### src/rtl/fdc_pkg.sv
// Shared types for the floppy head positioning engine: command codes, FSM
// states and the step-rate lookup.
package fdc_pkg;

  typedef enum logic [2:0] {
    CMD_RESTORE  = 3'd0,
    CMD_SEEK     = 3'd1,
    CMD_STEP     = 3'd2,
    CMD_STEP_IN  = 3'd3,
    CMD_STEP_OUT = 3'd4
  } seek_cmd_t;

  typedef enum logic [2:0] {
    ST_IDLE,
    ST_SETUP,
    ST_PULSE,
    ST_RATE,
    ST_CHECK,
    ST_SETTLE,
    ST_DONE
  } state_t;

  function automatic logic [7:0] rate_ms(input logic [1:0] sel);
    logic [7:0] ms;
    case (sel)
      2'd0:    ms = 8'd6;
      2'd1:    ms = 8'd12;
      2'd2:    ms = 8'd20;
      default: ms = 8'd30;
    endcase
    return ms;
  endfunction

endpackage

### src/rtl/fdc_seek_ms_delay.sv
// Millisecond down-counter shared by the step-rate wait and the head settle wait.
// A load takes priority over a tick arriving in the same cycle.
module ms_delay (
  input  logic       clk,
  input  logic       reset,
  input  logic       msclk,
  input  logic       load,
  input  logic [7:0] load_val,
  output logic       expired
);

  logic [7:0] count_reg;

  always_ff @(posedge clk) begin
    if (reset) begin
      count_reg <= '0;
    end else if (load) begin
      count_reg <= load_val;
    end else if (msclk && count_reg != 8'd0) begin
      count_reg <= count_reg - 8'd1;
    end
  end

  assign expired = (count_reg == 8'd0);

endmodule

### src/rtl/fdc_seek.sv
// Head positioning engine: runs restore/seek/step commands, spaces STEPn pulses
// by the selected step rate and keeps the controller track register.
module fdc_seek
  import fdc_pkg::*;
#(
  parameter int STEP_PULSE_CLKS = 8,
  parameter int SETTLE_MS       = 15,
  parameter int RESTORE_LIMIT   = 255
) (
  input  logic       clk,
  input  logic       reset,
  input  logic       msclk,
  input  logic       cmd_valid,
  output logic       cmd_ready,
  input  logic [2:0] cmd_op,
  input  logic [1:0] cmd_rate,
  input  logic       cmd_update,
  input  logic       cmd_settle,
  input  logic [7:0] cmd_target,
  input  logic       TRACK0n,
  output logic       STEPn,
  output logic       SDIRn,
  output logic [7:0] track_reg,
  output logic       busy,
  output logic       done,
  output logic       error
);

  localparam int PCW = $clog2(STEP_PULSE_CLKS + 1);

  state_t     state_reg;
  seek_cmd_t  op_reg;
  logic [1:0] rate_reg;
  logic       update_reg;
  logic       settle_reg;
  logic [7:0] target_reg;
  logic       finish_reg;
  logic       first_reg;
  logic [PCW-1:0] pulse_cnt_reg;
  logic [8:0] restore_cnt_reg;

  logic       dly_load;
  logic [7:0] dly_val;
  logic       dly_expired;
  logic       check_finish;

  // Hold the current direction when the head is already on target so that a
  // later plain STEP still uses the direction of the last real step.
  function automatic logic seek_dir(input logic [7:0] tgt, input logic [7:0] trk,
                                    input logic held);
    if (tgt > trk)      return 1'b1;
    else if (tgt < trk) return 1'b0;
    else                return held;
  endfunction

  // Loading in the first wait cycle discards any tick coincident with entry.
  assign dly_load = first_reg && (state_reg == ST_RATE || state_reg == ST_SETTLE);
  assign dly_val  = (state_reg == ST_SETTLE) ? 8'(SETTLE_MS) : rate_ms(rate_reg);

  ms_delay u_delay (
    .clk      (clk),
    .reset    (reset),
    .msclk    (msclk),
    .load     (dly_load),
    .load_val (dly_val),
    .expired  (dly_expired)
  );

  always_comb begin
    check_finish = finish_reg;
    if (op_reg == CMD_RESTORE &&
        (!TRACK0n || restore_cnt_reg >= 9'(RESTORE_LIMIT))) begin
      check_finish = 1'b1;
    end
  end

  always_ff @(posedge clk) begin
    if (reset) begin
      state_reg       <= ST_IDLE;
      op_reg          <= CMD_RESTORE;
      rate_reg        <= '0;
      update_reg      <= 1'b0;
      settle_reg      <= 1'b0;
      target_reg      <= '0;
      finish_reg      <= 1'b0;
      first_reg       <= 1'b0;
      pulse_cnt_reg   <= '0;
      restore_cnt_reg <= '0;
      cmd_ready       <= 1'b1;
      STEPn           <= 1'b1;
      SDIRn           <= 1'b0;
      track_reg       <= '0;
      busy            <= 1'b0;
      done            <= 1'b0;
      error           <= 1'b0;
    end else begin
      case (state_reg)
        ST_IDLE: begin
          if (cmd_valid && cmd_ready) begin
            op_reg          <= seek_cmd_t'(cmd_op);
            rate_reg        <= cmd_rate;
            update_reg      <= cmd_update;
            settle_reg      <= cmd_settle;
            target_reg      <= cmd_target;
            finish_reg      <= 1'b0;
            restore_cnt_reg <= '0;
            error           <= 1'b0;
            busy            <= 1'b1;
            cmd_ready       <= 1'b0;
            state_reg       <= ST_SETUP;
            // Direction is settled during SETUP, one cycle before STEPn falls.
            case (cmd_op)
              CMD_RESTORE:  SDIRn <= 1'b0;
              CMD_SEEK:     SDIRn <= seek_dir(cmd_target, track_reg, SDIRn);
              CMD_STEP_IN:  SDIRn <= 1'b1;
              CMD_STEP_OUT: SDIRn <= 1'b0;
              default:      SDIRn <= SDIRn;
            endcase
          end
        end

        ST_SETUP: begin
          state_reg     <= ST_PULSE;
          STEPn         <= 1'b0;
          pulse_cnt_reg <= '0;
          case (op_reg)
            CMD_RESTORE: begin
              if (!TRACK0n) begin
                track_reg  <= '0;
                finish_reg <= 1'b1;
                STEPn      <= 1'b1;
                state_reg  <= ST_CHECK;
              end
            end
            CMD_SEEK: begin
              if (track_reg == target_reg) begin
                finish_reg <= 1'b1;
                STEPn      <= 1'b1;
                state_reg  <= ST_CHECK;
              end
            end
            CMD_STEP, CMD_STEP_IN, CMD_STEP_OUT: begin
              finish_reg <= 1'b1;
              if (!SDIRn && !TRACK0n) begin
                track_reg <= '0;
                STEPn     <= 1'b1;
                state_reg <= ST_CHECK;
              end
            end
            default: begin
              finish_reg <= 1'b1;
              STEPn      <= 1'b1;
              state_reg  <= ST_CHECK;
            end
          endcase
        end

        ST_PULSE: begin
          if (pulse_cnt_reg == PCW'(STEP_PULSE_CLKS - 1)) begin
            STEPn     <= 1'b1;
            first_reg <= 1'b1;
            state_reg <= ST_RATE;
            case (op_reg)
              CMD_RESTORE: restore_cnt_reg <= restore_cnt_reg + 9'd1;
              CMD_SEEK:    track_reg <= SDIRn ? track_reg + 8'd1 : track_reg - 8'd1;
              default: begin
                if (update_reg) begin
                  if (SDIRn && track_reg != 8'd255)      track_reg <= track_reg + 8'd1;
                  else if (!SDIRn && track_reg != 8'd0)  track_reg <= track_reg - 8'd1;
                end
              end
            endcase
          end else begin
            pulse_cnt_reg <= pulse_cnt_reg + PCW'(1);
          end
        end

        ST_RATE: begin
          if (first_reg)        first_reg <= 1'b0;
          else if (dly_expired) state_reg <= ST_CHECK;
        end

        ST_CHECK: begin
          if (check_finish) begin
            if (op_reg == CMD_RESTORE && !finish_reg) begin
              if (!TRACK0n) track_reg <= '0;
              else          error     <= 1'b1;
            end
            first_reg <= 1'b1;
            if (settle_reg) begin
              state_reg <= ST_SETTLE;
            end else begin
              state_reg <= ST_DONE;
              done      <= 1'b1;
            end
          end else begin
            if (op_reg == CMD_SEEK) SDIRn <= seek_dir(target_reg, track_reg, SDIRn);
            state_reg <= ST_SETUP;
          end
        end

        ST_SETTLE: begin
          if (first_reg) begin
            first_reg <= 1'b0;
          end else if (dly_expired) begin
            state_reg <= ST_DONE;
            done      <= 1'b1;
          end
        end

        ST_DONE: begin
          done      <= 1'b0;
          busy      <= 1'b0;
          cmd_ready <= 1'b1;
          state_reg <= ST_IDLE;
        end

        default: state_reg <= ST_IDLE;
      endcase
    end
  end

endmodule

### config.mk
export PLATFORM = sky130hd
export DESIGN_NAME = fdc_seek
export DESIGN_NICKNAME = d
export VERILOG_FILES = /design/src/rtl/fdc_pkg.sv /design/src/rtl/fdc_seek_ms_delay.sv /design/src/rtl/fdc_seek.sv
export SDC_FILE = /design/constraint.sdc
export NUM_CORES = 1
export LEC_CHECK = 0
export ABC_AREA = 1
export BUFFER_PORTS_ARGS = -buffer_cell sky130_fd_sc_hd__buf_2
export CORE_UTILIZATION = 30
export CTS_CLUSTER_SIZE = 20
export DETAILED_ROUTE_END_ITERATION = 7
export GPL_TIMING_DRIVEN = 0
export MAX_ROUTING_LAYER = met4
export PLACE_DENSITY = 0.58
export RECOVER_POWER = 100
export SETUP_SLACK_MARGIN = 0.05
export SYNTH_ARGS = -nofsm -noshare
export SYNTH_HDL_FRONTEND = slang
export SYNTH_SLANG_ARGS = --single-unit
### constraint.sdc
create_clock -name clk -period 4.62 [get_ports clk]
set_input_delay 0 -clock clk [delete_from_list [all_inputs] [get_ports clk]]
set_output_delay 0 -clock clk [all_outputs]
set_load 0.01 [all_outputs]
==> impl_metrics.py <==
metrics = {
    "clock_network": {
        "clock_tree_from_tritoncts": "yes",
        "clk_pin_slew_ns": 0.08,
        "insertion_delay_ns": 0.30,
        "postCtsResizedCells": 0,
        "clock_tree.htree_level_count": 2,
        "root_buffer_cell": "clkbuf_16",
        "clock_tree.buffer_depth": 2,
        "count_of_clock_tree_sinks": 55,
        "cts_buffers": 5,
    },
    "power": {
        "power.leakage_nw": 1.97,
        "ir_drop_uv": 257,
        "power-per-cell-area_nw_per_um2": 591,
        "report.power.total_mw": 2.57,
    },
    "synth": {
        "yosys_register_bits": 55,
        "top_reg_cell_synth": "dfxtp_1",
        "synth_seq_area_share_pct": 29.0,
        "count_of_synthesis_stage_warnings_from_yosys": 0,
        "syn-cell-area_um2": 3800,
        "post_synth_edffs": 0,
        "synth_fp_nets": 640,
        "async_flop_share_pct": 0,
        "netlist_instances": 593,
        "post_synth_num_cell_types": 37,
        "synth.avg_cell_area_um2": 6.41,
    },
    "floorplan": {
        "starting_density_of_the_core_pct": 31.3,
        "die_height_um": 115,
        "ioPinCount": 34,
        "die_w_um": 115,
        "core-area_um2": 12200,
        "placementRows": 40,
        "fp.dieArea_um2": 13100,
    },
    "sta": {
        "final-hold-violation-count": 0,
        "max_freq_ghz": 0.363,
        "final_critical_path_setup_slack_ns": 1.86,
        "slew_violations": 0,
        "rsz_0062_raised_after_global_routing": "false",
        "finalCritPeriodShare_pct": 59.7,
        "setup_violations": 0,
        "layout_min_cycle_time_ns": 2.76,
        "timing.clock.skew_ns": 0.00876,
        "hold_ws_ns": 0.00879,
        "worst_slew_pin_slew_ns": 0.729,
        "headroom_to_the_max_slew_limit_pct": 51.4,
        "setup_tns_ns": 0,
    },
    "layout": {
        "layout.cells.most_common_list": "nand2_1, nor2_1, inv_1",
        "antennaDiodeCount": 0,
        "final_common_cell": "nand2_1",
        "drive_above_1_share_pct": 7.28,
        "flow.area_growth_from_synthesis_pct": 14.3,
        "flip_flop_count_of_the_largest_register_all_copies_and_words_added": 9,
        "layout.nets": 692,
        "final_util_pct": 35.7,
        "layout.cell_area.non_filler_um2": 4340,
        "final_cells": 814,
    },
    "status": {
        "status": "finished, final reports clean",
    },
    "route": {
        "detail_route.iter0.violations": 169,
        "vias": 3901,
        "via_per_inst": 4.79,
        "dr.pass1.iters": 5,
        "post_drt_wl_per_cell_um": 12.8,
        "postRouteAntennaNets": 0,
        "drcViolationCount": 0,
        "route.final.wire_length_mm": 10.4,
    },
    "worst_setup_path": {
        "worst-endpoint-required_ns": 4.76,
        "timing_worst_setup_path_type": "flip-flop to flip-flop",
        "critical-path-top-cell-by-count": "nand3_1",
        "cp-end-kind": "flip-flop",
        "worst-path-max-fanout": 9,
        "crit_arrival_ns": 2.90,
        "cp_top_family": "simple AND/OR/NAND/NOR gates",
        "max_stage_delay_ns": 0.52,
        "cp.buffers_inverters": 2,
        "standard_cell_with_the_maximum_stage_delay_on_the_critical_path": "nor2_1",
        "worstSetupStartpointType": "flip-flop",
        "cp_cell_sequence": "clkbuf_1 > nand3_1 > nor2_1 > nor2_4 > nand3_1 > nor2_4 > nand3_1 > clkinvlp_2 > nand2_1 > a21oi_1",
    },
    "grt": {
        "grt_antenna_before_repair": 0,
        "number_of_global_route_vias_before_repair": 3589,
        "grt_max_degree": 18,
        "globalRouteTotalUtil_pct": 17.2,
        "grt_remaining_overflow": 0,
        "grt_pass1_wl_mm": 17.4,
    },
    "placed_design": {
        "place.detailed.instances": 793,
        "gp_congestion": 0.940,
        "placed_cell_area_um2": 4170,
        "dp_hpwl_mm": 7.89,
        "place.port_buffers": 32,
        "pre_cts_ws_ns": 2.43,
    },
    "run": {
        "drv.max_cap_violation_count": 0,
    },
    "hold_path": {
        "hold_path_class": "input port to flip-flop",
    },
}
power breakdown:
part,switching [mW],internal (mW)
registers,0.0969,0.604
clock network,0.189,0.204
logic,0.987,0.488
cells in the mapped netlist (4+ instances only):
cell | number | area share, %
nand2_1 | 181 | 18
nor2_1 | 61 | 6.0
inv_1 | 60 | 5.9
dfxtp_1 | 55 | 29
a21oi_1 | 45 | 5.9
nand3_1 | 44 | 5.8
ha_1 | 27 | 8.9
o21ai_0 | 22 | 2.9
nand4_1 | 11 | 1.8
buf_2 | 9 | 1.2
inv_2 | 8 | 0.79
clkbuf_1 | 6 | 0.59
nor2_2 | 6 | 0.99
nor3_1 | 6 | 0.79
xor2_1 | 5 | 1.2
a211oi_1 | 4 | 0.79
a21oi_2 | 4 | 0.92
nand2_2 | 4 | 0.66
nor2_4 | 4 | 1.2
worst reg2reg max path, stage by stage, from the launching register on:
cell and delay, ns:
dfxtp_1 0.31, clkbuf_1 0.27, nand3_1 0.41, nor2_1 0.52, nor2_4 0.06, nand3_1 0.14, nor2_4 0.04, nand3_1 0.18
clkinvlp_2 0.41, nand2_1 0.17, a21oi_1 0.09
kinds of logic after synthesis:
logic type,Yosys count,synth area share (%)
and+or+nand+nor,329,38.3
AOI/OAI and AO/OA,91,13.5
buffers and inverters,84,8.72
DFF,55,29.0
adders and majority gates,27,8.89
xor gates and xnor gates,7,1.61
path summary, 6_finish.rpt:
check | start | endpoint | slack, ns | depth (start not counted)
max | state_reg[1]$_SDFFE_PP0P_ | track_reg[5]$_SDFFE_PP0P_ | 1.86 | 10
min | cmd_target[0] | target_reg[0]$_SDFFE_PP0P_ | 0.009 | 3
max reg2reg | state_reg[1]$_SDFFE_PP0P_ | track_reg[5]$_SDFFE_PP0P_ | 1.86 | 10
min reg2reg | busy$_SDFFE_PP0P_ | busy$_SDFFE_PP0P_ | 0.45 | 2
metal layers:
layer  GRT usage [%]  up-vias  part of all wire, %
met4            4.59        0                  1.3
met2            26.6       82                   44
li1                -     2026                    -
met3            1.54       12                  4.0
met1            24.0     1781                   51
met5               -        -                    0
repair_timing:
action	CTS	global route
buffers inserted	0	0
hold buffers	13	0
endpoints found under the hold margin	13	0
layout make-up:
| cell class | instances | area [um^2] |
|---|---|---|
| multi-input combinational | 454 | 2290 |
| clock buffer | 6 | 129 |
| fill | 1358 | 7820 |
| timing repair buffer | 45 | 273 |
| tap | 168 | 210 |
| buffer | 15 | 62.6 |
| sequential | 55 | 1100 |
| clock inverter | 2 | 17.5 |
| inverter | 69 | 260 |
Power figures use the tool's default switching activity.
